### config.mk
export PLATFORM = sky130hd
export DESIGN_NAME = piso_serializer_tx
export DESIGN_NICKNAME = d
export VERILOG_FILES = /design/src/rtl/piso_serializer_tx.sv
export SDC_FILE = /design/constraint.sdc
export NUM_CORES = 1
export LEC_CHECK = 0
export BUFFER_PORTS_ARGS = -buffer_cell sky130_fd_sc_hd__buf_4
export CAP_MARGIN = 20
export CORE_AREA = 2 2 39 41
export DETAILED_ROUTE_END_ITERATION = 10
export DIE_AREA = 0 0 41 43
export GPL_ROUTABILITY_DRIVEN = 0
export HOLD_SLACK_MARGIN = 0.02
export PLACE_DENSITY = 0.71
export SLEW_MARGIN = 30
export SYNTH_ARGS = -nofsm -noshare
export SYNTH_HDL_FRONTEND = slang
export SYNTH_SLANG_ARGS = --single-unit
### constraint.sdc
create_clock -name clk -period 1.45 [get_ports clk]
set_input_delay 0.145 -clock clk [delete_from_list [all_inputs] [get_ports clk]]
set_output_delay 0.145 -clock clk [all_outputs]
set_load 0.005 [all_outputs]
### src/rtl/piso_serializer_tx.sv
// Parallel-in serial-out transmitter: one-entry hold register in front of a shifter,
// with a valid-qualified bit stream, end-of-word pulse and a programmable idle gap.
module piso_serializer_tx #(
    parameter int WIDTH      = 4,
    parameter int GAP_CYCLES = 1,
    parameter bit MSB_FIRST  = 1'b1
) (
    input  logic             clk,
    input  logic             rst,
    input  logic [WIDTH-1:0] par_in,
    input  logic             load_valid,
    output logic             load_ready,
    output logic             serial_out,
    output logic             serial_valid,
    output logic             busy,
    output logic             word_done
);
    localparam int CW = $clog2(WIDTH);
    localparam int GW = (GAP_CYCLES > 1) ? $clog2(GAP_CYCLES) : 1;
    localparam logic [CW-1:0] CNT_LOAD = CW'(WIDTH - 1);
    localparam logic [GW-1:0] GAP_LOAD = (GAP_CYCLES > 0) ? GW'(GAP_CYCLES - 1) : '0;

    typedef enum logic [1:0] {IDLE, SHIFT, GAP} state_t;

    state_t           state, state_nxt;
    logic [WIDTH-1:0] shreg, shreg_nxt;
    logic [WIDTH-1:0] hold_reg;
    logic             hold_full, hold_full_nxt;
    logic [CW-1:0]    bit_cnt, cnt_nxt;
    logic [GW-1:0]    gap_cnt, gap_nxt;
    logic             so_nxt, sv_nxt, wd_nxt;
    logic             reload;
    logic             accept;

    assign accept     = load_valid && !hold_full;
    assign load_ready = !hold_full;
    assign busy       = (state != IDLE) || hold_full;

    always_comb begin
        state_nxt     = state;
        shreg_nxt     = shreg;
        cnt_nxt       = bit_cnt;
        gap_nxt       = gap_cnt;
        hold_full_nxt = hold_full;
        so_nxt        = 1'b0;
        sv_nxt        = 1'b0;
        wd_nxt        = 1'b0;
        reload        = 1'b0;
        case (state)
            IDLE: reload = hold_full;
            SHIFT: begin
                if (bit_cnt != '0) begin
                    shreg_nxt = MSB_FIRST ? (shreg << 1) : (shreg >> 1);
                    cnt_nxt   = bit_cnt - CW'(1);
                    so_nxt    = MSB_FIRST ? shreg[WIDTH-2] : shreg[1];
                    sv_nxt    = 1'b1;
                    wd_nxt    = (bit_cnt == CW'(1));
                end else if (GAP_CYCLES > 0) begin
                    state_nxt = GAP;
                    gap_nxt   = GAP_LOAD;
                    shreg_nxt = '0;
                end else if (hold_full) begin
                    reload = 1'b1;
                end else begin
                    state_nxt = IDLE;
                    shreg_nxt = '0;
                end
            end
            GAP: begin
                if (gap_cnt != '0)  gap_nxt = gap_cnt - GW'(1);
                else if (hold_full) reload = 1'b1;
                else                state_nxt = IDLE;
            end
            default: state_nxt = IDLE;
        endcase
        // Reload presents the first bit straight away so back-to-back words have no bubble.
        if (reload) begin
            state_nxt     = SHIFT;
            shreg_nxt     = hold_reg;
            cnt_nxt       = CNT_LOAD;
            so_nxt        = MSB_FIRST ? hold_reg[WIDTH-1] : hold_reg[0];
            sv_nxt        = 1'b1;
            hold_full_nxt = 1'b0;
        end
        if (accept) hold_full_nxt = 1'b1;
    end

    always_ff @(posedge clk or posedge rst) begin
        if (rst) begin
            state        <= IDLE;
            shreg        <= '0;
            bit_cnt      <= '0;
            gap_cnt      <= '0;
            hold_full    <= 1'b0;
            serial_out   <= 1'b0;
            serial_valid <= 1'b0;
            word_done    <= 1'b0;
        end else begin
            state        <= state_nxt;
            shreg        <= shreg_nxt;
            bit_cnt      <= cnt_nxt;
            gap_cnt      <= gap_nxt;
            hold_full    <= hold_full_nxt;
            serial_out   <= so_nxt;
            serial_valid <= sv_nxt;
            word_done    <= wd_nxt;
        end
    end

    always_ff @(posedge clk or posedge rst) begin
        if (rst)         hold_reg <= '0;
        else if (accept) hold_reg <= par_in;
    end
endmodule

==> impl_results.md, run 1 <==
- Die Y: 43 um
- Sw Pwr: ~580 uW
- Power Internal: between 1 and 1.5 mW
- Startpoint Class: flip-flop
- Outcome: finished, final reports clean
- Fin util: approximately 56%
- Synth Instances: between 50 and 60
- Filler cell count: ~130
- EDFF count, synth: 0
- Placed insts: between 70 and 80
- HP Class: in2reg
- First drt pass iteration count: 4
- CTS tree: done
- Worst Setup SP: hold_full
- Met3 Usage GRT: under 10%
- Synth async-reset ratio: 100.0%
- Worst-Skew Late Latency: 0.28 ns
- Max-cap violations: 0
- Ys flop type: dfrtp_1
- Vias in the first global route: ~390
- H-tree depth: 1
- Starting Density: 46.20%
- Clock tree sinks: 15
- Hold_ws: 0.07383 ns
- Yosys top cell area share: between 50 and 60%
- Final Max Slew Viols: 0
- Fin crit share: 95.26%
- Vias per cell: 4.904
- WP data required: between 1 and 1.5 ns
- Cell depth of the worst flop-to-flop path: 5
- Least-Margin Pin Slew: 0.5488 ns
- Met2 usage: 21.56%
- Fmax: between 700 and 800 MHz
- RSZ-0062 raised after global routing: no
- Synthesized Nets: 60
- FF-to-FF setup slack: ~0.090 ns
- GR Util met1: between 20% and 30%
- Yosys top cell by area: dfrtp_1
- GR peak layer: met1
- P per Cell Area: ~2200 nW/um2
- Yosys reg bits: 15
- R2R Path End: bit_cnt[1]
- Synth-to-Final Area Change: 22.11%
- Io pins: 12
- Core area: 1384 um2
- Clock buffer count from CTS: 3
- Setup violations, final: 0
- Crit path cell chain: or3_1, buf_4
- Antenna Cells: 0
- Layout cells sized above 1: between 20% and 30%
- Critical path type: reg2out
- Via count: just over 400
- Initial DRC count: 3
- Dpl hpwl: between 700 and 800 um
- Port Buffers: 11
- Hold wc startpoint: par_in[0]
- Root Driver: clkbuf_4
- Leakage power total: 0.3938 nW
- Distinct cells, synth: 21
- Die area: about 1800 um2
- Largest cells by area after synthesis: dfrtp_1, mux2_1, ha_1
- Chip width: ~41 um
- Relative slew slack: 63.37%
- Min Tclk post-route: between 1 and 1.5 ns
- Sequential share of power: 43.9%
- Avg Inst Size Synth: 12.54 um2
- Critical Path Sink Type: primary output
- Slowest stage delay, CP: between 0.4 and 0.5 ns
- Clk slew on worst S/H paths: 0.09 ns
- Fin Setup TNS: 0 ns
- Post-Layout Cell Count: between 80 and 90
- Drt wl/cell: 12.45 um
- Row cnt: 14
- Fin Clk Skew: ~0.0056 ns
- DRC Markers: 0
- CP max stage cell: dfrtp_1
- R2R Path Start: bit_cnt[0]
- Antenna violations before repair: 0
- Logic pwr share: a little over two fifths
- Max FFs per register: 4
- Total grt overflow: 0
- Post-layout nets: slightly below 80
- Peak VDD IR: 0.0007993 V
- Clock share of power: 14.5%
- Net Sw Frac: 34.35%
- Crit Path Max Fanout: 6
- Yosys warns: 0
- Detailed Route WL: about 1.0 mm
- Bufs on Longest Clock Path: 2
- Cell area after synthesis: 639.4 um2
- Post-route ant nets: 0
- Largest net degree at the start of global routing: 16
- Global-route wire length before repair: 1.821 mm
- Final Hold Fails: 0
- Seq/Total Area, Yosys: approximately 60%
- CP Capture Point: busy
- CP arrival: between 1 and 1.5 ns
- GRT Util Overall: 15.97%
==> cells in the mapped netlist (2+ instances only) <==
cell     number
dfrtp_1      15
nand2_1       6
inv_1         4
mux2_1        4
a22o_1        2
and2_1        2
and2b_1       2
ha_1          2
o21ai_1       2
==> kinds of logic (layout without fill, tap and decap cells) <==
kind of cell,after synthesis,count (layout),share of synthesized area [%]
AOI/OAI and AO/OA,7,7,8.612
xor gates and xnor gates,1,1,1.370
adders and majority gates,2,2,3.913
buffers and inverters,4,20,2.348
DFF,15,15,58.71
muxes,5,5,8.610
and+or+nand+nor,17,17,16.44
==> worst min path at each step <==
| stage | to | slack, ns | cells after the start |
|---|---|---|---|
| 6_report | hold_reg[0] | 0.07 | 2 |
| 5_1_grt | hold_reg[2] | 0.07 | 2 |
| 4_1_cts | hold_reg[0] | 0.07 | 2 |
| 3_5_place_dp | state[0] | 0.24 | 2 |
| 3_3_place_gp | serial_valid | 0.24 | 2 |
| 2_1_floorplan | bit_cnt[0] | 0.05 | 1 |
==> layer usage <==
| layer | share of wire, % | up-vias | routed length [um] |
|---|---|---|---|
| li1 | - | 204 | - |
| met1 | 46 | 188 | 472 |
| met2 | 48 | 13 | 501 |
| met3 | 5.0 | 2 | 52 |
| met4 | 0.58 | 0 | 6 |
| met5 | 0 | - | 0 |
==> per-stage QoR <==
stage | total power [mW] | instance area (um2) | worst slack [ns]
6_report | 1.680 | 780.7 | 0.06877
5_1_grt | 1.846 | 780.7 | 0.01248
4_1_cts | 1.685 | 778.2 | 0.04797
3_5_place_dp | 1.446 | 742.0 | 0.05519
3_3_place_gp | 1.418 | 742.0 | 0.09043
2_1_floorplan | 1.214 | 639.4 | 0.1144
==> cell type report <==
type / count / area [um2] / area share (%)
inverter: 4 / 15.01 / 1.923
timing repair buffer: 12 / 92.59 / 11.86
sequential: 15 / 375.4 / 48.08
clock buffer: 4 / 26.28 / 3.365
tap: 16 / 20.02 / 2.564
multi-input combinational: 32 / 251.5 / 32.21
==> power groups by stage <==
stage               clock network (mW)  logic (mW)  registers [mW]
finish                           0.243       0.700           0.737
global placement                     0       0.680           0.738
global route                     0.275       0.807           0.764
CTS                              0.244       0.706           0.735
detailed placement                   0       0.702           0.744
floorplan                            0       0.498           0.716
==> repair_timing <==
item                                   in CTS  in global routing
setup buffers                               0                  0
setup endpoints to repair                   0                  1
gates resized for setup                     0                  1
hold buffers                                1                  0
endpoints found under the hold margin      15                  0
==> worst max-delay path, delay by kind of cell (launching register included) <==
family,cells,cell delay (ns)
flip-flops,1,0.44
AND/OR/NAND/NOR,1,0.38
buffers and inverters,1,0.14
==> cell usage in the layout, fill, tap and decap left out, drive strengths merged <==
cell type / count
a21o: 1
a22o: 2
a22oi: 1
and2: 2
and2b: 2
buf: 11
clkbuf: 4
dfrtp: 15
dlygate4sd3: 1
ha: 2
inv: 4
mux2: 4
mux2i: 1
nand2: 6
nand2b: 1
nor2: 1
nor2b: 2
nor3b: 1
o211ai: 1
o21ai: 2
or3: 1
or3b: 1
xnor2: 1
No activity file was read; power rests on OpenSTA's default activity.
==> inputs of run 2 (changes only) <==
--- a/config.mk
+++ b/config.mk
@@ -8,6 +8,7 @@
 export BUFFER_PORTS_ARGS = -buffer_cell sky130_fd_sc_hd__buf_4
 export CAP_MARGIN = 20
 export CORE_AREA = 2 2 39 41
+export CTS_BUF_LIST = sky130_fd_sc_hd__clkbuf_4
 export DETAILED_ROUTE_END_ITERATION = 10
 export DIE_AREA = 0 0 41 43
 export GPL_ROUTABILITY_DRIVEN = 0
==> impl_results.md, run 2 (synthesis gave the netlist of run 1 again) <==
- R2R Path Start: bit_cnt[0] (unchanged)
- Leakage power total: 0.3972 nW (was 0.3938 nW)
- Crit Path Max Fanout: 6 (unchanged)
- # Post-CTS Setup Buffers: 0 (unchanged)
- Fin Setup TNS: 0 ns (unchanged)
- Fin crit share: 95.23% (was 95.26%)
- Crit-path leading delay family: flip-flops (unchanged)
- Worst-Skew Late Latency: 0.28 ns (about the same)
- Total grt overflow: 0 (unchanged)
- Final WS setup: 0.06911 ns (was 0.06877 ns)
- Largest net degree at the start of global routing: 16 (unchanged)
- WP data required: 1.31 ns (about the same)
- Min Tclk post-route: 1.381 ns (about the same)
- Die area: 1763 um2 (unchanged)
- Clock tree sinks: 15 (unchanged)
- Worst Setup SP: hold_full (unchanged)
- CP arrival: 1.24 ns (about the same)
- Final Max Slew Viols: 0 (unchanged)
- Synth-to-Final Area Change: 22.70% (was 22.11%)
- H-tree depth: 1 (unchanged)
- First drt pass iteration count: 4 (unchanged)
- Most frequent cells in the layout: dfrtp_1, buf_4, nand2_1 (was dfrtp_1, buf_4, nand2_1, mux2_1, inv_1)
- Final Hold Fails: 0 (unchanged)
- Antenna violations before repair: 0 (unchanged)
- Dpl hpwl: 750.9 um (unchanged)
- Vias per cell: 4.880 (was 4.904)
- Filler cell count: 128 (was 126)
- Hold wc startpoint: par_in[0] (unchanged)
- Placement Setup Slack: 0.05519 ns (unchanged)
- Initial DRC count: 3 (unchanged)
- Critical Path Sink Type: primary output (unchanged)
- Io pins: 12 (unchanged)
- Bufs on Longest Clock Path: 2 (unchanged)
- Global-route wire length before repair: 1.794 mm (was 1.821 mm)
- Slowest stage delay, CP: 0.44 ns (about the same)
- Die Y: 43 um (unchanged)
- Port Buffers: 11 (unchanged)
- Fin Clk Skew: 0.002574 ns (was 0.005611 ns)
- Core area: 1384 um2 (unchanged)
- Least-Margin Pin Slew: 0.5512 ns (was 0.5488 ns)
- Chip width: 41 um (unchanged)
- Layout cells sized above 1: 29.85% (was 28.36%)
- Clk slew on worst S/H paths: 0.09 ns (about the same)
- Detailed Route WL: 1.011 mm (was 1.033 mm)
- Starting Density: 46.20% (unchanged)
- Post-route ant nets: 0 (unchanged)
- Hold depth: 2 (unchanged)
- Vias in the first global route: 387 (was 385)
- GRT Util Overall: 15.76% (was 15.97%)
- Post-layout nets: 77 (unchanged)
- Number of buffers and inverters on the critical path: 1 (unchanged)
- Cell depth of the worst flop-to-flop path: 5 (unchanged)
- Critical path type: reg2out (unchanged)
- RSZ-0062 raised after global routing: no (unchanged)
- Startpoint Class: flip-flop (unchanged)
- CTS tree: done (unchanged)
- Max FFs per register: 4 (unchanged)
- Row cnt: 14 (unchanged)
- Peak VDD IR: 0.0007977 V (was 0.0007993 V)
- Root Driver: clkbuf_4 (unchanged)
- Fmax: 724.2 MHz (was 724.0 MHz)
- Max-cap violations: 0 (unchanged)
- P per Cell Area: 2155 nW/um2 (was 2151 nW/um2)
- Via count: 405 (was 407)
- Drt wl/cell: 12.18 um (was 12.45 um)
- CP max stage cell: dfrtp_1 (unchanged)
- Most common cell after layout, fill and taps aside: dfrtp_1 (unchanged)
- Clock buffer count from CTS: 3 (unchanged)
- Relative slew slack: 63.21% (was 63.37%)
- HP Class: in2reg (unchanged)
- Antenna Cells: 0 (unchanged)
- Crit path cell chain: or3_1, buf_4 (unchanged)
- DRC Markers: 0 (unchanged)
- WP depth: 2 (unchanged)
- Setup violations, final: 0 (unchanged)
- Outcome: finished, final reports clean (unchanged)
run 2: metal layers:
metal	vias up	part of all wire, %	GRT usage, %
met5	-	0	0
met1	186	45	21.92
met4	0	0.59	8.000
li1	204	-	-
met3	2	4.9	4.712
met2	13	50	21.56
run 2: layout make-up:
cell class / instances / area, um2 / share of cell area, %
tap: 16 / 20.02 / 2.552
inverter: 4 / 15.01 / 1.914
clock buffer: 4 / 30.03 / 3.828
timing repair buffer: 12 / 92.59 / 11.80
sequential: 15 / 375.4 / 47.85
multi-input combinational: 32 / 251.5 / 32.06
run 2: worst register-to-register path, cell delays in order (launching register included):
cell      delay (ns)
dfrtp_1         0.39
inv_1           0.06
ha_2            0.20
or3b_4          0.42
nand2_1         0.09
o211ai_2        0.08
run 2: worst paths after layout:
| kind | to | slack (ns) |
|---|---|---|
| setup reg to reg | bit_cnt[1] | 0.09 |
| setup / recovery | busy | 0.07 |
| hold reg to reg | hold_reg[0] | 0.49 |
| min in group asynchronous | serial_valid | 0.46 |
| hold / removal | hold_reg[0] | 0.07 |
| max in group asynchronous | hold_reg[2] | 0.63 |
run 2: report_power, final:
| part | switching, mW | internal, mW | leakage [nW] | total [mW] |
|---|---|---|---|---|
| Clock | 0.133 | 0.125 | 0.0184 | 0.258 |
| Sequential | 0.123 | 0.612 | 0.183 | 0.735 |
| Combinational | 0.314 | 0.384 | 0.196 | 0.698 |
run 2: repair_timing:
item                                    4_1_cts  5_1_grt
endpoints found under the setup margin        0        1
resized for setup                             0        1
hold endpoints to repair                     15        0
hold buffers                                  1        0
run 2: per-stage QoR:
step / hold WS (ns) / cells / util, % / power [mW] / cell area, um2
after floorplan: 0.04648 / 51 / - / 1.214 / 639.4
after global placement: 0.2390 / 78 / 53.62 / 1.418 / 742.0
after detailed placement: 0.2425 / 78 / 53.62 / 1.446 / 742.0
after CTS: 0.07150 / 83 / 56.51 / 1.704 / 782.0
after global routing: 0.06786 / 83 / 56.69 / 1.858 / 784.5
final: 0.07420 / 83 / 56.69 / 1.691 / 784.5
